`src/rtl/prio_enc_pkg.sv`:
```
// Shared types and search helpers for the sequential priority encoder.
// Helpers work on a MAX_W-wide vector so any WIDTH up to MAX_W can reuse them.
package prio_enc_pkg;

  localparam int MAX_W = 64;

  typedef enum logic {
    IDLE,
    EMIT
  } state_t;

  typedef struct packed {
    logic        found;
    logic [31:0] idx;
  } find_t;

  // First set bit at or after start, wrapping from width-1 back to 0.
  function automatic find_t find_first(input logic [MAX_W-1:0] vec,
                                       input int start,
                                       input int width);
    find_t r;
    int    pos;
    r = '0;
    for (int k = 0; k < MAX_W; k++) begin
      pos = start + k;
      if (pos >= width) pos = pos - width;
      if (k < width && !r.found && vec[pos]) begin
        r.found = 1'b1;
        r.idx   = 32'(pos);
      end
    end
    return r;
  endfunction

  function automatic logic is_single(input logic [MAX_W-1:0] vec);
    return (vec != '0) && ((vec & (vec - MAX_W'(1))) == '0);
  endfunction

endpackage

```
`src/rtl/prio_find.sv`:
```
// Combinational find-first-set over a WIDTH-bit vector, starting at a
// given index and wrapping. found=0 and idx=0 for an all-zero vector.
module prio_find
  import prio_enc_pkg::*;
#(
  parameter  int WIDTH = 8,
  localparam int IDX_W = $clog2(WIDTH)
) (
  input  logic [WIDTH-1:0] vec,
  input  logic [IDX_W-1:0] start,
  output logic             found,
  output logic [IDX_W-1:0] idx
);

  find_t res;

  // NOTE: every output is assigned on every path through always_comb, so no latch is inferred.
  always_comb begin
    res   = find_first(MAX_W'(vec), int'(start), WIDTH);
    found = res.found && (res.idx < 32'(WIDTH));
    idx   = IDX_W'(res.idx);
  end

endmodule

```
`src/rtl/prio_encoder_seq.sv`:
```
// Sequential bit-vector encoder: one index beat per set bit, valid/ready on both sides.
// Define PRIO_ENC_RR_EN for a persistent round-robin search start (rr_ptr).
module prio_encoder_seq
  import prio_enc_pkg::*;
#(
  parameter  int WIDTH = 8,
  localparam int IDX_W = $clog2(WIDTH)
) (
  input  logic             clk,
  input  logic             rst_n,
  input  logic             enable,
  input  logic             in_valid,
  output logic             in_ready,
  input  logic [WIDTH-1:0] in_data,
  output logic             out_valid,
  input  logic             out_ready,
  output logic [IDX_W-1:0] out_idx,
  output logic             out_last,
  output logic             out_none,
  output logic             busy
);

  state_t           state;
  logic [WIDTH-1:0] pend;
  logic [IDX_W-1:0] start;
  logic             found;
  logic             beat;
  logic             accept;

`ifdef PRIO_ENC_RR_EN
  logic [IDX_W-1:0] rr_ptr;
  assign start = rr_ptr;
`else
  assign start = '0;
`endif

  prio_find #(.WIDTH(WIDTH)) u_find (
    .vec   (pend),
    .start (start),
    .found (found),
    .idx   (out_idx)
  );

  // All beat fields decode from state/pend only; in_data never reaches out_* in the same cycle.
  assign out_valid = (state == EMIT);
  assign busy      = (state == EMIT);
  assign out_none  = out_valid && !found;
  assign out_last  = out_valid && (!found || is_single(MAX_W'(pend)));

  assign beat      = out_valid && out_ready;
  assign in_ready  = enable && ((state == IDLE) || (beat && out_last));
  assign accept    = in_valid && in_ready;

  // NOTE: sequential state uses non-blocking assignments so all registers update together at the edge.
  always_ff @(posedge clk or negedge rst_n) begin
    if (!rst_n) begin
      state <= IDLE;
      pend  <= '0;
    end else if (accept) begin
      pend  <= in_data;
      state <= EMIT;
    end else if (beat) begin
      pend <= pend & ~(WIDTH'(1) << out_idx);
      if (out_last) state <= IDLE;
    end
  end

`ifdef PRIO_ENC_RR_EN
  // Zero-vector beats leave the pointer where it was.
  always_ff @(posedge clk or negedge rst_n) begin
    if (!rst_n) begin
      rr_ptr <= '0;
    end else if (beat && found) begin
      rr_ptr <= (out_idx == IDX_W'(WIDTH - 1)) ? '0 : out_idx + 1'b1;
    end
  end
`endif

endmodule

```
`config.mk`:
```
export PLATFORM = sky130hd
export DESIGN_NAME = prio_encoder_seq
export DESIGN_NICKNAME = d
export VERILOG_FILES = /design/src/rtl/prio_enc_pkg.sv /design/src/rtl/prio_find.sv /design/src/rtl/prio_encoder_seq.sv
export SDC_FILE = /design/constraint.sdc
export NUM_CORES = 1
export LEC_CHECK = 0
export BUFFER_PORTS_ARGS = -buffer_cell sky130_fd_sc_hd__buf_2
export CAP_MARGIN = 10
export CORE_ASPECT_RATIO = 1.2
export CORE_MARGIN = 2
export CORE_UTILIZATION = 40
export CTS_CLUSTER_SIZE = 20
export DETAILED_ROUTE_END_ITERATION = 16
export GPL_TIMING_DRIVEN = 0
export SLEW_MARGIN = 20
export SYNTH_ARGS = -nofsm -noshare
export SYNTH_HDL_FRONTEND = slang
export SYNTH_SLANG_ARGS = --single-unit
export TNS_END_PERCENT = 100
```
`constraint.sdc`:
```
create_clock -name clk -period 1.95 [get_ports clk]
set_input_delay 0.2925 -clock clk [delete_from_list [all_inputs] [get_ports clk]]
set_output_delay 0.2925 -clock clk [all_outputs]
set_load 0.01 [all_outputs]
```
==> results.toml, run 1 <==
[setup_path]
critical_path.max_fanout = 4
worstSetupPathType = "register to primary output"
crit_arrival_ns = 1.87
worstSetupEndpointType = "primary output"
start_kind = "register"
critPathRequiredTime_ns = 1.66

[routing]
routed_wl_um = 1990
initialDrtViolationCount = 21
drc = 0
wl_per_cell_um = 14.96
via_per_inst = 5.714
vias = 760
dr.pass1.iters = 4
final_antenna_net_count = 0

[placement]
port_buffers = 20
place.gp.congestion = 0.8467
dp_hpwl_um = 1167

[run]
drv_cap = 0

[timing]
hold_viol = 0
setup_ws_ns = -0.2103
grt_setup_unrepaired = "true"
finalMaxSlewViolations = 0
setup_viol = 11
whs_ns = 0.2140
maxSlewHeadroom = 0.6149
finalCriticalPeriod_ns = 2.160
period_share = 1.108
fin_skew_ns = 0.004182
fmax_mhz = 462.9
worst_pin_slew_ns = 0.5702

[power]
peakVddDrop_mv = 0.8621
leakage_uw = 0.0004995
power.total_uw = 1900
power.density_nw_per_um2 = 1797

[synth]
synth-edff-count = 0
ys_async_sr_fraction = 1.000
ys_seq_area_frac = 0.3303
synth_nets = 92
synth.avg_cell_area_um2 = 8.632
synthFlopType = "dfrtp_1"
ys_warn_count = 0
syn_inst = 79
yosys_register_bits = 9
synth.cell_area_um2 = 681.9
synth.distinct_cells = 28

[clocking]
clock_latency_ns = 0.27
cts_tree = "yes"
htree_levels = 1
cts.clk_slew.worst_paths_ns = 0.07
clockBufferDepth = 2
cts.sinks = 9
cts_inserted_buffers = 3
root_buffer = "clkbuf_4"

[die]
num_io_pins = 21
start_util = 0.4205
rows = 16
die_height_um = 49.23
die_area_um2 = 2052
coreArea_um2 = 1622
die_x_um = 41.69

[global_route]
grt_max_degree = 10
grt_pass1_wl_um = 3132
grt_usage = 0.2003
overflow = 0
antenna_found_initial = 0
grt_pass1_vias = 690

[final_layout]
layout_common_cells = "buf_2, buf_4, inv_1, dfrtp_1"
final_nets = 129
area_growth_pct = 55.05
antenna_cells = 0
layout_commonest_cell = "buf_2"
drive_gt1_frac = 0.5652
final_util = 0.6520

[outcome]
run_status = "finished, violations left"
violations = "negative setup slack"

[hold_path]
min_path_type = "input pin to register"
-- worst paths after layout --
path | from | endpoint | slack, ns | depth (start not counted)
worst max-delay path | pend[3] | in_ready | -0.21 | 6
worst min-delay path | in_data[6] | pend[6] | 0.21 | 2
worst max register to register | pend[3] | pend[3] | -0.09 | 8
worst min register to register | pend[1] | pend[1] | 0.68 | 2
max in group asynchronous | rst_n | pend[0] | 1.32 | 2
min in group asynchronous | rst_n | pend[7] | 0.41 | 2
-- flip-flops by register name, indices dropped and copies added, names as in the netlist --
register and flops:
pend 8, busy 1
-- where the power goes --
group	switching [uW]	internal, uW
Sequential	125	278
Clock	75.4	79.3
Combinational	696	647
-- stage by stage --
stage | setup TNS (ns) | setup slack, ns | std cells | instance area [um^2]
floorplan | 0 | 0.1582 | 79 | 681.9
global placement | -0.4767 | -0.07768 | 117 | 804.5
detailed placement | -0.6181 | -0.09207 | 117 | 804.5
CTS | -0.4970 | -0.2268 | 133 | 984.7
global route | -2.025 | -0.3261 | 133 | 1057
finish | -0.8394 | -0.2103 | 133 | 1057
-- layer usage --
metal  wire, um  GRT usage
met2        984     0.3151
met4         45    0.09140
met1        830     0.2603
met3        130    0.04074
met5          0          0
-- worst max-delay path, stage by stage (launching register included) --
cell	delay [ns]
dfrtp_2	0.43
nor4_4	0.41
o2111ai_2	0.22
a31oi_2	0.21
a21oi_2	0.09
nor2b_1	0.11
buf_2	0.14
-- what timing repair did --
item	CTS	global route
resized for setup	14	17
pin swaps	10	13
hold buffers	1	0
gates cloned	1	0
buffers inserted	14	2
setup endpoints to repair	11	12
hold endpoints to repair	9	0
-- area by class of cell --
cell class	instances	area (um^2)
flip-flops and latches	9	229.0
repair buffers	33	231.5
inverters	6	22.52
well taps	18	22.52
fillers	135	564.3
clock buffers	4	26.28
multi-input cells	61	503.0
plain buffers	2	22.52
-- logic make-up after synthesis --
group | count (synthesis) | share of synthesized area
DFF | 9 | 0.3303
and+or+nand+nor | 33 | 0.2661
buffers and inverters | 9 | 0.06788
AOI/OAI and AO/OA | 28 | 0.3358
-- synth_stat cells (2+ instances only) --
cell       count  area share
a21boi_0       2       0.022
o21ai_0        4       0.029
inv_1          6       0.033
a21oi_1        5       0.037
o2111ai_2      2       0.044
o31ai_1        3       0.033
nor3_1         5       0.037
dfrtp_1        9        0.33
nand2_1       11       0.061
or2_2          3       0.028
nor4_1         3       0.028
a311oi_1       2       0.026
nor2b_1        2       0.018
nor2_1         3       0.017
nand2b_1       3       0.028
a21o_1         2       0.022
o21ai_2        3       0.039
Power figures use the tool's default switching activity.
==> run 2, diff against run 1 <==
CORE_ASPECT_RATIO = not set   (was 1.2)
==> run 2 against run 1 <==
The run still ends with negative setup slack left. Clock-buffer cell count unchanged. Wire length shrank 2.2%. Total power decreased by 0.83%. Register-to-register slack worse by 0.09 ns. Global-route usage is 2.3 points higher. Sequential share of layout area grew 0.29 points. Largest power group unchanged. Non-clock buffer count increased by 1. Sequential cell count stayed put. Highest routed layer unchanged. Clock power decreased by 3%.
==> results.toml, run 2 (synthesis results as in run 1) <==
[outcome]
run_status = "finished, violations left"
violations = "negative setup slack"

[global_route]
grt_usage = 0.2233
met3_usage = 0.07200
antenna_found_initial = 0
grt_max_degree = 10
grt_pass1_wl_um = 3174
grt_pass1_vias = 693
overflow = 0
met1_usage = 0.2797
top_usage_layer = "met2"
grt_util_met2 = 0.3543

[final_layout]
layout_common_cells = "buf_2, buf_4, inv_1, dfrtp_1, nor3_1"
seq_area_um2 = 229.0
area_growth_pct = 53.03
antenna_cells = 0
top_register = "pend"
multi_input_area_um2 = 504.2
largest_register_ffs = 8
drive_gt1_frac = 0.5776
final_nets = 130
fill_cells = 138
layout_commonest_cell = "buf_2"

[power]
power.density_nw_per_um2 = 1806
swShare = 0.4768
p_seq_frac = 0.211
p_int_uw = 985.9
combPwrFrac = 0.710
clock_power_share = 0.080
switchingPower_uw = 898.4
peakVddDrop_mv = 0.9090
leakage_uw = 0.0004876

[timing]
grt_setup_unrepaired = "true"
worst_pin_slew_ns = 0.4318
setup_viol = 10
fin_skew_ns = 0.007120
hold_viol = 0
setup_ws_ns = -0.2331
whs_ns = 0.2162
maxSlewHeadroom = 0.7095
period_share = 1.120
fmax_mhz = 458.1
finalCriticalPeriod_ns = 2.183
finalMaxSlewViolations = 0

[routing]
drc = 0
vias = 748
final_antenna_net_count = 0
via_per_inst = 5.667
wl_per_cell_um = 14.75
initialDrtViolationCount = 18
routed_wl_um = 1947
dr.pass1.iters = 4

[setup_path]
worstSetupPathType = "register to primary output"
critPathRequiredTime_ns = 1.66
crit_arrival_ns = 1.89
start_kind = "register"
critical_path.max_fanout = 5
worstSetupEndpointType = "primary output"
regToRegSetupSlack_ns = -0.18

[clocking]
htree_levels = 1
root_buffer = "clkbuf_4"
cts.clk_slew.worst_paths_ns = 0.07
clock_latency_ns = 0.27
clockBufferDepth = 2
cts.sinks = 9
cts_inserted_buffers = 3
cts_tree = "yes"

[hold_path]
min_path_type = "input pin to register"

[die]
start_util = 0.4374
die_height_um = 45.29
die_x_um = 45.29
die_area_um2 = 2051
rows = 14
num_io_pins = 21
coreArea_um2 = 1559

[placement]
post-place-ws_ns = -0.07072
port_buffers = 20
dp_hpwl_um = 1201
place.gp.congestion = 0.8199

[run]
drv_cap = 0
run 2: routing by layer:
| metal | vias to the layer above | part of all wire |
|---|---|---|
| met3 | 4 | 0.056 |
| met5 | - | 0 |
| met2 | 23 | 0.48 |
| met1 | 352 | 0.45 |
| li1 | 369 | - |
| met4 | 0 | 0.014 |
run 2: power by group through the flow:
stage,logic (uW),clock network (uW),registers (uW)
final,1340,150,397
after global routing,1460,167,414
after CTS,1120,157,398
after detailed placement,936,0,392
after global placement,925,0,393
after floorplan,710,0,372
run 2: critical path: stages, from the launching register on:
cell     delay [ns]
dfrtp_2        0.45
nor4_4         0.41
buf_4          0.19
nand2_2        0.06
a31oi_4        0.20
a21oi_2        0.08
nor2b_1        0.10
buf_2          0.13
run 2: worst paths after layout:
path                            cells past startpoint       end  startpoint
worst max-delay path                                7  in_ready     pend[1]
worst min-delay path                                3   pend[2]  in_data[2]
worst max register to register                      8   pend[3]     pend[1]
worst min register to register                      2   pend[1]     pend[1]
max in group asynchronous                           2   pend[3]       rst_n
min in group asynchronous                           2   pend[2]       rst_n
run 2: layout make-up:
cell class / count / area share
Timing Repair Buffer: 34 / 0.2098
Sequential cell: 9 / 0.2194
Clock buffer: 4 / 0.02518
Buffer: 2 / 0.02158
Multi-Input combinational cell: 61 / 0.4832
Tap cell: 16 / 0.01918
Inverter: 6 / 0.02158
run 2: stage by stage:
step                      total power [uW]  area (um^2)  setup TNS (ns)  utilization  cells
final                                 1884         1044          -1.526       0.6693    132
after global routing                  2044         1044          -2.558       0.6693    132
after CTS                             1673        948.4         -0.5350       0.6083    129
after detailed placement              1327        802.0         -0.2491       0.5144    115
after global placement                1318        802.0         -0.1902       0.5144    115
after floorplan                       1083        681.9               0            -     79
run 2: timing repair:
action                                 CTS  global route
hold buffers                             1             0
buffers inserted                         9             3
setup endpoints to repair               11            12
resized for setup                       14            16
pin swaps                               14             5
endpoints found under the hold margin    9             0
gates cloned                             1             0
==> run 3, diff against run 2 <==
PLACE_DENSITY = 0.71   (was not set)
==> run 3 against run 2 <==
The run still ends with negative setup slack left. Via count increased by 1.3%. Critical path depth unchanged. Combinational power about the same. Hold slack improved by 0.0014 ns. Clock-buffer cell count unchanged. Critical endpoint unchanged.
==> results.toml, run 3 (synthesis results as in run 1) <==
[hold_path]
whs_path_depth = 2
hold_start = "in_data[6]"
hold_path_end = "pend[6]"
min_path_type = "input pin to register"

[timing]
maxSlewHeadroom = 0.6618
grt_setup_unrepaired = "true"
setup_ws_ns = -0.2022
fmax_mhz = 464.6
finalMaxSlewViolations = 0
period_share = 1.104
setup_viol = 10
hold_viol = 0
whs_ns = 0.2176
finalCriticalPeriod_ns = 2.152
worst_pin_slew_ns = 0.5007
fin_skew_ns = 0.0004901
finalSetupTns_ns = -0.8723

[power]
power.density_nw_per_um2 = 1810
power.total_uw = 1920
leakage_uw = 0.0005107
peakVddDrop_mv = 1.035

[clocking]
clock_latency_ns = 0.27
cts_inserted_buffers = 3
cts.sinks = 9
clockBufferDepth = 2
htree_levels = 1
root_buffer = "clkbuf_4"
cts_tree = "yes"
cts.clk_slew.worst_paths_ns = 0.07

[routing]
via_per_inst = 5.742
routed_wl_um = 1971
drc = 0
vias = 758
initialDrtViolationCount = 27
wl_per_cell_um = 14.93
dr.pass1.iters = 4
final_antenna_net_count = 0

[setup_path]
crit_arrival_ns = 1.86
critical_path.max_fanout = 6
r2r_start = "pend[1]"
r2r_end = "pend[3]"
worstSetupEndpointType = "primary output"
critPathRequiredTime_ns = 1.66
critPathMaxStageDelay_ns = 0.46
crit_path_top_delay_cell = "dfrtp_2"
regToRegSetupSlack_ns = -0.09
crit_chain = "nor4_4 -> buf_4 -> nand2_4 -> a31oi_4 -> a21oi_2 -> nor2b_1 -> buf_2"
path_delay_family = "simple AND/OR/NAND/NOR gates"
path_buf_inv = 2
worstSetupPathType = "register to primary output"
start_kind = "register"
rr_worst_depth = 8

[placement]
place.gp.congestion = 0.8813
place_area_um2 = 802.0
dp_hpwl_um = 1246
port_buffers = 20

[die]
die_area_um2 = 2051
start_util = 0.4374
die_height_um = 45.29
rows = 14
coreArea_um2 = 1559
num_io_pins = 21
die_x_um = 45.29

[final_layout]
fill_cells = 121
largest_register_ffs = 8
area_growth_pct = 55.60
drive_gt1_frac = 0.5776
layout_common_cells = "buf_2, buf_4, inv_1, nand2_4, dfrtp_1"
final_nets = 130
top_register = "pend"
layout_commonest_cell = "buf_2"
final_area_um2 = 1061
antenna_cells = 0

[outcome]
run_status = "finished, violations left"
violations = "negative setup slack"

[global_route]
antenna_found_initial = 0
grt_pass1_vias = 643
overflow = 0
grt_pass1_wl_um = 2870
grt_usage = 0.1969
grt_max_degree = 11

[run]
drv_cap = 0
run 3: cell types whose count changed in the layout (fill, tap and decap cells not counted), sizes merged:
cell / delta
buf: -1
clkbuf: +1
run 3: routing by layer:
metal  GRT usage  wire [um]
met1      0.2748        928
met3     0.02400         83
met5           0          0
met4     0.08824         42
met2      0.3029        917
run 3: worst reg2reg max path, cell delays in order, from the launching register on:
cell	delay, ns
dfrtp_2	0.46
nor4_4	0.37
o2111ai_2	0.19
buf_4	0.19
a311oi_4	0.28
buf_6	0.19
buf_8	0.15
nand2_2	0.06
o31ai_2	0.05
run 3: final cells by class:
cell class                 instances  area (um^2)  share of cell area
sequential                         9        229.0              0.2158
inverter                           6        22.52             0.02123
buffer                             2        22.52             0.02123
clock buffer                       4        26.28             0.02476
multi-input combinational         61        508.0              0.4788
tap                               16        20.02             0.01887
timing repair buffer              34        232.7              0.2193
run 3: repair_timing:
action | in CTS | in global routing
cloned | 0 | 1
endpoints found under the hold margin | 9 | 0
endpoints found under the setup margin | 11 | 11
gates resized for setup | 5 | 24
setup buffers | 6 | 6
pin swaps | 6 | 14
hold buffers | 1 | 0
run 3: how the worst max path moves through the flow:
stage / startpoint / to / slack [ns] / depth (start not counted)
floorplan: pend[2] / pend[3] / 0.16 / 6
global placement: pend[2] / pend[3] / -0.03 / 6
detailed placement: pend[2] / pend[3] / -0.08 / 6
CTS: pend[0] / in_ready / -0.17 / 7
global route: pend[1] / in_ready / -0.28 / 7
finish: pend[1] / in_ready / -0.20 / 7
run 3: per-stage QoR:
stage / setup slack, ns / cells / utilization
after floorplan: 0.1582 / 79 / -
after global placement: -0.03436 / 115 / 0.5144
after detailed placement: -0.07774 / 115 / 0.5144
after CTS: -0.1672 / 125 / 0.5682
after global routing: -0.2806 / 132 / 0.6806
final: -0.2022 / 132 / 0.6806
run 3: power by group:
group          leakage, uW  internal, uW  switching, uW  total, uW
combinational     0.000386           641            721       1360
sequential        0.000110           278            125        404
clock            0.0000150          79.3           75.6        155
total             0.000511           999            922       1920
